==> config.mk <==
export PLATFORM = sky130hd
export DESIGN_NAME = uart_framer_flat
export DESIGN_NICKNAME = d
export VERILOG_FILES = /design/src/rtl/uart_framer_if.sv /design/src/rtl/uart_framer.sv /design/src/flat_wrapper.sv
export SDC_FILE = /design/constraint.sdc
export NUM_CORES = 1
export LEC_CHECK = 0
export ABC_AREA = 1
export CAP_MARGIN = 20
export CORE_MARGIN = 1
export CORE_UTILIZATION = 63
export DETAILED_ROUTE_END_ITERATION = 10
export PLACE_DENSITY = 0.87
export SKIP_CTS_REPAIR_TIMING = 1
export SYNTH_ARGS = -nofsm -noshare
export SYNTH_HDL_FRONTEND = slang
export SYNTH_SLANG_ARGS = --single-unit
export TNS_END_PERCENT = 5
==> constraint.sdc <==
create_clock -name clk -period 2.41 [get_ports clk]
set_input_delay 0.3615 -clock clk [delete_from_list [all_inputs] [get_ports clk]]
set_output_delay 0.3615 -clock clk [all_outputs]
set_load 0.005 [all_outputs]
==> src/rtl/uart_framer_if.sv <==
// uart_framer_if -- bundles the TX/RX handshake and serial lines of uart_framer.
//   tx_data/tx_valid/tx_ready : byte hand-off into the transmitter
//   tx_out                    : serial output line, idle high
//   rx_in                     : asynchronous serial input line
//   rx_data/rx_valid/rx_ack   : received byte hand-off to the consumer
//   rx_frame_err/rx_parity_err: one-cycle error pulses
//   rx_over_run               : sticky lost-byte flag
// Modports: slave = the framer, master = the user of the framer.
interface uart_framer_if #(
  parameter int DATA_BITS = 8
);
  logic [DATA_BITS-1:0] tx_data;
  logic                 tx_valid;
  logic                 tx_ready;
  logic                 tx_out;
  logic                 rx_in;
  logic [DATA_BITS-1:0] rx_data;
  logic                 rx_valid;
  logic                 rx_ack;
  logic                 rx_frame_err;
  logic                 rx_parity_err;
  logic                 rx_over_run;

  modport slave (
    input  tx_data, tx_valid, rx_in, rx_ack,
    output tx_ready, tx_out, rx_data, rx_valid,
           rx_frame_err, rx_parity_err, rx_over_run
  );

  modport master (
    output tx_data, tx_valid, rx_in, rx_ack,
    input  tx_ready, tx_out, rx_data, rx_valid,
           rx_frame_err, rx_parity_err, rx_over_run
  );
endinterface

==> src/rtl/uart_framer.sv <==
// uart_framer -- UART transmitter and receiver sharing one clock.
// Ports:
//   clk   : sole clock for TX and RX
//   reset : synchronous, active-high
//   bus   : uart_framer_if.slave (TX byte hand-off, serial lines, RX byte
//           hand-off, error/over-run flags)
// Parameters: CLK_DIV (clk cycles per bit, 4..4095), DATA_BITS (5..8),
//   STOP_BITS (TX stop bits, 1 or 2), PARITY_ODD (0 even, 1 odd).
// Optional feature: define UART_PARITY_EN to add one parity bit after the
//   data bits on TX and check it on RX. Undefined: start + data + stop only,
//   rx_parity_err held at 0.
module uart_framer #(
  parameter int CLK_DIV    = 87,
  parameter int DATA_BITS  = 8,
  parameter int STOP_BITS  = 1,
  parameter int PARITY_ODD = 0
) (
  input  logic         clk,
  input  logic         reset,
  uart_framer_if.slave bus
);

  localparam int               CNT_W     = 12;
  localparam logic [CNT_W-1:0] BIT_LAST  = CNT_W'(CLK_DIV - 1);
  localparam logic [CNT_W-1:0] HALF_LAST = CNT_W'(CLK_DIV / 2 - 1);
  localparam logic [2:0]       DATA_LAST = 3'(DATA_BITS - 1);
  localparam logic [2:0]       STOP_LAST = 3'(STOP_BITS - 1);

`ifdef UART_PARITY_EN
  // Bit value that makes the total count of ones even (or odd).
  function automatic logic parity_bit(input logic [DATA_BITS-1:0] d);
    return (^d) ^ (PARITY_ODD != 0);
  endfunction
`endif

  typedef enum logic [2:0] {
    TX_IDLE, TX_START, TX_DATA,
`ifdef UART_PARITY_EN
    TX_PARITY,
`endif
    TX_STOP
  } tx_state_e;

  typedef enum logic [2:0] {
    RX_IDLE, RX_START, RX_DATA,
`ifdef UART_PARITY_EN
    RX_PARITY,
`endif
    RX_STOP
  } rx_state_e;

  // ---------------- transmitter ----------------
  tx_state_e            tx_state_q;
  logic [CNT_W-1:0]     tx_cnt_q;
  logic [2:0]           tx_bit_q;
  logic [DATA_BITS-1:0] tx_shift_q;
  logic                 tx_out_q;
  logic                 tx_ready_q;
  logic                 tx_tick;
`ifdef UART_PARITY_EN
  logic                 tx_par_q;
`endif

  assign tx_tick = (tx_cnt_q == '0);

  always_ff @(posedge clk) begin
    if (reset) begin
      tx_state_q <= TX_IDLE;
      tx_cnt_q   <= '0;
      tx_bit_q   <= '0;
      tx_shift_q <= '0;
      tx_out_q   <= 1'b1;
      tx_ready_q <= 1'b1;
`ifdef UART_PARITY_EN
      tx_par_q   <= 1'b0;
`endif
    end else begin
      // Every non-idle state lasts until the bit counter runs down to 0.
      if (tx_state_q != TX_IDLE && !tx_tick) tx_cnt_q <= tx_cnt_q - 1'b1;
      case (tx_state_q)
        TX_IDLE: begin
          if (bus.tx_valid && tx_ready_q) begin
            tx_shift_q <= bus.tx_data;
`ifdef UART_PARITY_EN
            tx_par_q   <= parity_bit(bus.tx_data);
`endif
            tx_out_q   <= 1'b0;
            tx_ready_q <= 1'b0;
            tx_cnt_q   <= BIT_LAST;
            tx_state_q <= TX_START;
          end
        end
        TX_START: begin
          if (tx_tick) begin
            tx_out_q   <= tx_shift_q[0];
            tx_shift_q <= tx_shift_q >> 1;
            tx_bit_q   <= '0;
            tx_cnt_q   <= BIT_LAST;
            tx_state_q <= TX_DATA;
          end
        end
        TX_DATA: begin
          if (tx_tick) begin
            tx_cnt_q <= BIT_LAST;
            if (tx_bit_q == DATA_LAST) begin
              tx_bit_q   <= '0;
`ifdef UART_PARITY_EN
              tx_out_q   <= tx_par_q;
              tx_state_q <= TX_PARITY;
`else
              tx_out_q   <= 1'b1;
              tx_state_q <= TX_STOP;
`endif
            end else begin
              tx_out_q   <= tx_shift_q[0];
              tx_shift_q <= tx_shift_q >> 1;
              tx_bit_q   <= tx_bit_q + 1'b1;
            end
          end
        end
`ifdef UART_PARITY_EN
        TX_PARITY: begin
          if (tx_tick) begin
            tx_out_q   <= 1'b1;
            tx_bit_q   <= '0;
            tx_cnt_q   <= BIT_LAST;
            tx_state_q <= TX_STOP;
          end
        end
`endif
        TX_STOP: begin
          if (tx_tick) begin
            if (tx_bit_q == STOP_LAST) begin
              tx_ready_q <= 1'b1;
              tx_state_q <= TX_IDLE;
            end else begin
              tx_bit_q <= tx_bit_q + 1'b1;
              tx_cnt_q <= BIT_LAST;
            end
          end
        end
        default: tx_state_q <= TX_IDLE;
      endcase
    end
  end

  // ---------------- receiver ----------------
  rx_state_e            rx_state_q;
  logic                 rx_sync1_q;
  logic                 rx_sync2_q;
  logic [CNT_W-1:0]     rx_cnt_q;
  logic [2:0]           rx_bit_q;
  logic [DATA_BITS-1:0] rx_shift_q;
  logic [DATA_BITS-1:0] rx_data_q;
  logic                 rx_valid_q;
  logic                 rx_ferr_q;
  logic                 rx_ovr_q;
  logic                 rx_tick;
  logic                 rx_keep;
`ifdef UART_PARITY_EN
  logic                 rx_perr_q;
  logic                 rx_pbad_q;
  assign rx_keep = !rx_pbad_q;
`else
  assign rx_keep = 1'b1;
`endif

  assign rx_tick = (rx_cnt_q == '0);

  always_ff @(posedge clk) begin
    if (reset) begin
      rx_state_q <= RX_IDLE;
      rx_sync1_q <= 1'b1;
      rx_sync2_q <= 1'b1;
      rx_cnt_q   <= '0;
      rx_bit_q   <= '0;
      rx_shift_q <= '0;
      rx_data_q  <= '0;
      rx_valid_q <= 1'b0;
      rx_ferr_q  <= 1'b0;
      rx_ovr_q   <= 1'b0;
`ifdef UART_PARITY_EN
      rx_perr_q  <= 1'b0;
      rx_pbad_q  <= 1'b0;
`endif
    end else begin
      rx_sync1_q <= bus.rx_in;
      rx_sync2_q <= rx_sync1_q;
      rx_ferr_q  <= 1'b0;
`ifdef UART_PARITY_EN
      rx_perr_q  <= 1'b0;
`endif
      // An ack is honoured only while a byte is pending; a byte completing
      // in the same cycle overrides this below, so new data wins.
      if (bus.rx_ack && rx_valid_q) rx_valid_q <= 1'b0;
      if (rx_state_q != RX_IDLE && !rx_tick) rx_cnt_q <= rx_cnt_q - 1'b1;
      case (rx_state_q)
        RX_IDLE: begin
          if (!rx_sync2_q) begin
            rx_cnt_q   <= HALF_LAST;
            rx_state_q <= RX_START;
          end
        end
        RX_START: begin
          if (rx_tick) begin
            if (rx_sync2_q) begin
              rx_state_q <= RX_IDLE;
            end else begin
              rx_bit_q   <= '0;
              rx_cnt_q   <= BIT_LAST;
              rx_state_q <= RX_DATA;
            end
          end
        end
        RX_DATA: begin
          if (rx_tick) begin
            // Shift in at the top so the first (LSB) bit ends up at bit 0.
            rx_shift_q <= {rx_sync2_q, rx_shift_q[DATA_BITS-1:1]};
            rx_cnt_q   <= BIT_LAST;
            if (rx_bit_q == DATA_LAST) begin
`ifdef UART_PARITY_EN
              rx_state_q <= RX_PARITY;
`else
              rx_state_q <= RX_STOP;
`endif
            end else begin
              rx_bit_q <= rx_bit_q + 1'b1;
            end
          end
        end
`ifdef UART_PARITY_EN
        RX_PARITY: begin
          if (rx_tick) begin
            rx_pbad_q  <= (rx_sync2_q != parity_bit(rx_shift_q));
            rx_perr_q  <= (rx_sync2_q != parity_bit(rx_shift_q));
            rx_cnt_q   <= BIT_LAST;
            rx_state_q <= RX_STOP;
          end
        end
`endif
        RX_STOP: begin
          if (rx_tick) begin
            // Back to idle at mid-stop so the next start edge is not missed.
            rx_state_q <= RX_IDLE;
            if (!rx_sync2_q) begin
              rx_ferr_q <= 1'b1;
            end else if (rx_keep) begin
              rx_data_q  <= rx_shift_q;
              rx_valid_q <= 1'b1;
              if (rx_valid_q && !bus.rx_ack) rx_ovr_q <= 1'b1;
            end
          end
        end
        default: rx_state_q <= RX_IDLE;
      endcase
    end
  end

  assign bus.tx_out       = tx_out_q;
  assign bus.tx_ready     = tx_ready_q;
  assign bus.rx_data      = rx_data_q;
  assign bus.rx_valid     = rx_valid_q;
  assign bus.rx_frame_err = rx_ferr_q;
  assign bus.rx_over_run  = rx_ovr_q;
`ifdef UART_PARITY_EN
  assign bus.rx_parity_err = rx_perr_q;
`else
  logic unused_par_cfg;
  assign unused_par_cfg    = (PARITY_ODD != 0);
  assign bus.rx_parity_err = 1'b0;
`endif

endmodule
==> src/flat_wrapper.sv <==
// flat-port wrapper written by rule: the top's interface ports become plain ports
module uart_framer_flat 
#(
  parameter int CLK_DIV    = 87,
  parameter int DATA_BITS  = 8,
  parameter int STOP_BITS  = 1,
  parameter int PARITY_ODD = 0
)
  (clk, reset, bus_tx_data, bus_tx_valid, bus_rx_in, bus_rx_ack, bus_tx_ready, bus_tx_out, bus_rx_data, bus_rx_valid, bus_rx_frame_err, bus_rx_parity_err, bus_rx_over_run);
  uart_framer_if #(.DATA_BITS(DATA_BITS)) bus_i ();
  input  logic clk;
  input  logic reset;
  input wire logic [$bits(bus_i.tx_data)-1:0] bus_tx_data;
  input wire logic [$bits(bus_i.tx_valid)-1:0] bus_tx_valid;
  input wire logic [$bits(bus_i.rx_in)-1:0] bus_rx_in;
  input wire logic [$bits(bus_i.rx_ack)-1:0] bus_rx_ack;
  output wire logic [$bits(bus_i.tx_ready)-1:0] bus_tx_ready;
  output wire logic [$bits(bus_i.tx_out)-1:0] bus_tx_out;
  output wire logic [$bits(bus_i.rx_data)-1:0] bus_rx_data;
  output wire logic [$bits(bus_i.rx_valid)-1:0] bus_rx_valid;
  output wire logic [$bits(bus_i.rx_frame_err)-1:0] bus_rx_frame_err;
  output wire logic [$bits(bus_i.rx_parity_err)-1:0] bus_rx_parity_err;
  output wire logic [$bits(bus_i.rx_over_run)-1:0] bus_rx_over_run;
  assign bus_i.tx_data = bus_tx_data;
  assign bus_i.tx_valid = bus_tx_valid;
  assign bus_i.rx_in = bus_rx_in;
  assign bus_i.rx_ack = bus_rx_ack;
  assign bus_tx_ready = bus_i.tx_ready;
  assign bus_tx_out = bus_i.tx_out;
  assign bus_rx_data = bus_i.rx_data;
  assign bus_rx_valid = bus_i.rx_valid;
  assign bus_rx_frame_err = bus_i.rx_frame_err;
  assign bus_rx_parity_err = bus_i.rx_parity_err;
  assign bus_rx_over_run = bus_i.rx_over_run;
  uart_framer #(.CLK_DIV(CLK_DIV), .DATA_BITS(DATA_BITS), .STOP_BITS(STOP_BITS), .PARITY_ODD(PARITY_ODD)) u_core (.clk(clk), .reset(reset), .bus(bus_i));
endmodule
==> Yosys cells after proc, flatten, opt, wreduce, memory -nomap -nowiden <==
Index checks and enable logic that the tools add are counted.
{ "word_totals": {"reg_bits": 67, "word_cells": 131} }
{ "op_classes": {"addsub": 4, "eq_ne": 23, "mux": 55, "bitwise": 2, "n_reduce_logical": 31} }
{ "ops": {"columns": ["cell", "n"], "rows": [
  ["2-to-1 mux 12 bit", 10],
  ["case mux 12 bit (3 select lines)", 2],
  ["2-to-1 mux 3 bit", 20],
  ["2-to-1 mux 8 bit", 4],
  ["logical NOT 12 bit", 2],
  ["case mux 3 bit (4 select lines)", 2],
  ["case mux 8 bit (3 select lines)", 1],
  ["subtractor 12 x 1 -> 12 bit, second input constant", 2],
  ["!= test 2 x 1 -> 1 bit, second input constant", 10],
  ["AND reduction 5 bit", 4],
  ["== test 3 x 2 -> 1 bit, second input constant", 4],
  ["AND reduction 4 bit", 3],
  ["nonzero test 3 bit", 4],
  ["2-to-1 mux 1 bit", 11],
  ["!= test 2 bit, second input constant", 5],
  ["logical NOT 3 bit", 3],
  ["case mux 3 bit (3 select lines)", 1],
  ["adder 3 x 1 -> 3 bit, second input constant", 2],
  ["== test 3 x 1 -> 1 bit, second input constant", 2],
  ["== test 3 bit, second input constant", 2],
  ["case mux 3 bit (2 select lines)", 1],
  ["AND reduction 6 bit", 1],
  ["logical AND 1 bit", 5],
  ["nonzero test 2 bit", 2],
  ["other kinds (9)", 12]
]} }

==> Longest topological paths before layout <==
{ "depth": {"word_depth": 7, "depth_mapped": 12, "ltp_nobuf": 12} }

==> Worst setup path before layout <==
Ideal clock, no wire load.
{ "synth_path": {"path_kind": "register to register", "start": "reg u_core.tx_state_q[0]", "end": "reg u_core.tx_shift_q[0]", "arrival_time_ns": 1.510, "required_time_ns": 2.291, "slack_ns": 0.780, "stages_incl_launch_ff": 9, "path_buffers": 2, "synth_period_minus_slack_ns": 1.630, "path_cell_list": "dfxtp_1 inv_1 ha_1 buf_2 inv_1 clkbuf_1 o21ai_0 o21ai_0 a21oi_1"} }
{ "synth_via": {"elab_chain_len": 3, "word_cells_on_any_way": 10, "cone_classes": "6 x eq/ne; 1 x mux; 3 x reduce/logical"} }
{ "synth_lines": {"columns": ["item", "line", "rtl"], "rows": [
  ["from (decl)", "uart_framer.sv:53", "tx_state_e tx_state_q;"],
  ["from (signal assigned)", "uart_framer.sv:68", "tx_state_q <= TX_IDLE;"],
  ["from (signal assigned)", "uart_framer.sv:90", "tx_state_q <= TX_START;"],
  ["from (signal assigned)", "uart_framer.sv:99", "tx_state_q <= TX_DATA;"],
  ["== test 3 x 2 -> 1 bit (tied with other cells)", "uart_framer.sv:80", "case (tx_state_q)"],
  ["!= test 2 x 1 -> 1 bit (no line) (tied with other cells)", null, null],
  ["AND reduction 5 bit (no line)", null, null],
  ["to (signal assigned)", "uart_framer.sv:83", "tx_shift_q <= bus.tx_data;"],
  ["to (signal assigned)", "uart_framer.sv:96", "tx_shift_q <= tx_shift_q >> 1;"],
  ["to (signal assigned)", "uart_framer.sv:116", "tx_shift_q <= tx_shift_q >> 1;"],
  ["to (decl)", "uart_framer.sv:56", "logic [DATA_BITS-1:0] tx_shift_q;"]
]} }
Parallel ways exist; a longest one is shown, timed or not.
A chain may end at the register's enable or synchronous reset.

==> Worst setup path in the final report <==
{ "layout_path": {"start": "reg u_core.tx_state_q[0]", "end": "reg u_core.tx_shift_q[7]"} }
The elaborated chain is that of the path after synthesis.

==> flow_summary_export.csv <==
group,metric,value,unit
setup_path,crit_top_cell,"a21oi_1",
synth,synth_edf_count,0,
timing,drv_slew,0,
setup_path,worstReg2RegStart,"u_core.tx_state_q[0]",
synth,synth.avg_cell_area,7.237,sq um
synth,synth_nets,535,
power_and_ir_drop,power_frac_comb,59.8,%
final_layout,nets,563,
clock_tree,path_clk_slew,70,ps
job,max-cap-violations,0,
setup_path,start_kind,"flip-flop",
power_and_ir_drop,pwr-share-seq,26.7,%
global_routing,grt_pass1_vias,3118,
drt,wl_per_cell,12.08,microns
power_and_ir_drop,intPower,3023,uW
global_routing,antenna_found_initial,0,
floorplanning,core_area,5540,sq um
clock_tree,cts_root_buf,"clkbuf_8",
power_and_ir_drop,pwr-share-clk,13.5,%
timing,clock_skew,7.080,ps
floorplanning,fp-row-count,27,
place,numPortBuffers,25,
synth,ys.flop_type,"dfxtp_1",
final_layout,antenna_cells,0,
power_and_ir_drop,switching_share,49.44,%
setup_path,crit_buf_inv,2,
min_path,min_path_cells,1,
timing,whs,412.7,ps
synth,synthArstFlopShare,0,%
final_layout,final_cell_mix,"99 x nand2_1, 65 x dfxtp_1, 63 x inv_1",
min_path,min_from,"u_core.rx_sync1_q",
timing,hold_viol_final,0,
synth,synth-simple-area-share,32.11,%
global_routing,overflow,0,
drt,vias,3283,
clock_tree,cts_tree,"built",
setup_path,crit_type,"flip-flop to flip-flop",
floorplanning,die_w,78.17,microns
clock_tree,cts_buffers,9,
clock_tree,clk_latency,340,ps
timing,finalSetupViolations,0,
setup_path,critPathArrivalTime,2160,ps
synth,syn_inst,505,
global_routing,grt_usage,26.29,%
synth,synth.distinct_cells,38,
synth,synth_xor_area_share,3.595,%
power_and_ir_drop,power_leakage,0.001844,uW
clock_tree,htree_levels,3,
timing,fin_crit_sh,77.95,%
setup_path,critPathTopFamily,"simple AND/OR/NAND/NOR gates",
clock_tree,clk_path_buf_depth,2,
timing,rsz0062_at_grt,"no",
synth,synth-compound-area-share,13.93,%
min_path,worstHoldEndpoint,"u_core.rx_sync2_q",
drt,drtAntennaViolNets,0,
synth,synth_adder_area_share,5.820,%
setup_path,reg2reg_slack,530,ps
synth,ys_warn_count,0,
setup_path,slowest_stage,"dfxtp_1",
drt,via_per_inst,5.382,
setup_path,crit_path_max_incr_delay,390,ps
place,gp_congestion,0.8983,
place,place_hpwl,5405,microns
floorplanning,ioPinCount,27,
timing,tightest_slew,524.7,ps
floorplanning,initial_core_util,65.97,%
global_routing,grt_max_degree,22,
final_layout,area_delta_synth_final,13.15,%
synth,synth_area,3655,sq um
floorplanning,fp.dieH,78.17,microns
synth,ys_ff_latch,65,
synth,synth_top_family_by_area,"simple AND/OR/NAND/NOR gates",
timing,fmax,0.5323,GHz
setup_path,r2r_end,"u_core.tx_shift_q[7]",
timing,period_minus_slack,1879,ps
drt,drt_iter0_markers,188,
setup_path,worstPathRequired,2690,ps
drt,drc_errors,0,
global_routing,grt_pass1_wl,12970,microns
power_and_ir_drop,ir_drop,829.5,uV
floorplanning,die_area,6110,sq um
synth,ys_seq_area_share,35.60,%
setup_path,crit_chain,"inv_1 -> ha_1 -> inv_2 -> a21oi_1 -> nor2_1 -> nand3_4 -> nand3b_1 -> a21oi_1",
run_status,outcome,"finished, final reports clean",
final_layout,drive_gt1_share,11.71,%
drt,postRouteWirelength,7366,microns
timing,fin_setup_tns,0,ps
clock_tree,clkSinkCount,65,
synth,synthMuxAreaShare,0,%
power_and_ir_drop,powerDensity,1446,nW/um^2
setup_path,worstRegToRegCells,8,
min_path,holdCritPathClass,"flip-flop to flip-flop",
drt,dr.pass1.iters,5,
final_layout,fin_util,74.64,%
power_and_ir_drop,p_switching,2956,uW
timing,relSlewSlack,64.98,%
setup_path,cp-end-kind,"flip-flop",
setup_path,critPathMaxFanout,16,
final_layout,fillers,433,
final_layout,mostFrequentLayoutCell,"nand2_1",
[power groups by stage]
stage | Combinational [uW] | Sequential (uW) | Clock, uW
detailed placement | 3530 | 1610 | 0
global placement | 3430 | 1600 | 0
floorplan | 3000 | 1560 | 0
finish | 3580 | 1600 | 806
CTS | 3550 | 1590 | 823
global route | 4020 | 1630 | 867
[sequential cells by signal, summed over array words and instances (netlist names)]
signal / cells
u_core.rx_cnt_q: 12
u_core.tx_cnt_q: 12
u_core.bus.rx_data: 8
u_core.rx_shift_q: 8
u_core.tx_shift_q: 8
u_core.rx_bit_q: 3
u_core.tx_bit_q: 3
u_core.rx_state_q: 2
u_core.tx_state_q: 2
u_core.bus.rx_frame_err: 1
u_core.bus.rx_over_run: 1
u_core.bus.rx_valid: 1
u_core.bus.tx_out: 1
u_core.bus.tx_ready: 1
u_core.rx_sync1_q: 1
u_core.rx_sync2_q: 1
[stage by stage]
stage                     area, sq um  cells  power, uW  setup slack (ps)
after floorplan                  3655    505       4556             780.3
after global placement           3965    594       5033             632.0
after detailed placement         3965    594       5141             560.9
after CTS                        4135    610       5964             553.1
after global routing             4135    610       6523             362.0
final                            4135    610       5979             531.3
[layout make-up]
type | instances | area (sq um) | area share, %
Clock buffer | 9 | 123.9 | 2.995
Clock inverter | 7 | 46.29 | 1.120
Inverter | 68 | 255.2 | 6.172
Multi-Input combinational cell | 359 | 2031 | 49.11
Sequential cell | 65 | 1301 | 31.47
Tap cell | 72 | 90.09 | 2.179
Timing Repair Buffer | 30 | 287.8 | 6.959
[cell usage after synthesis, drive strengths merged, types with 4 or more instances]
cell type  instances  area [sq um]
inv               68         255.3
nor3              12         92.59
xnor2              5         43.79
or2                4         25.02
dfxtp             65          1301
nand2            110         483.0
a21oi             45         240.2
nand4             11         68.82
ha                17         212.7
o21ai             46         237.7
buf                7         45.03
nor2              46         226.5
clkbuf             6         22.52
xor2              10         87.58
nand3             45         250.2
[per-layer routing]
metal	wire, microns	track usage [%]
met5	0	0
met2	3459	43.77
met1	3520	32.73
met3	265	4.767
met4	121	12.59
[how the worst max path moves through the flow]
stage,start,to,slack (ps),cells past startpoint
3_3_place_gp,u_core.rx_cnt_q[0],u_core.bus.rx_data[4],630,9
6_report,u_core.tx_state_q[0],u_core.tx_shift_q[7],530,8
5_1_grt,u_core.rx_cnt_q[0],u_core.bus.rx_data[4],360,9
2_1_floorplan,u_core.tx_state_q[0],u_core.tx_shift_q[0],780,8
4_1_cts,u_core.tx_state_q[0],u_core.tx_shift_q[7],550,8
3_5_place_dp,u_core.rx_cnt_q[0],u_core.bus.rx_data[7],560,9
[logic make-up after synthesis]
kind of cell	after synthesis
AND/OR/NAND/NOR	231
AO/OA/AOI/OAI	95
buffers and inverters	81
flip-flops	65
adder cells (fa/ha/maj)	17
XOR/XNOR	15
other	1
Note: power is estimated with default switching activity, not from simulation.
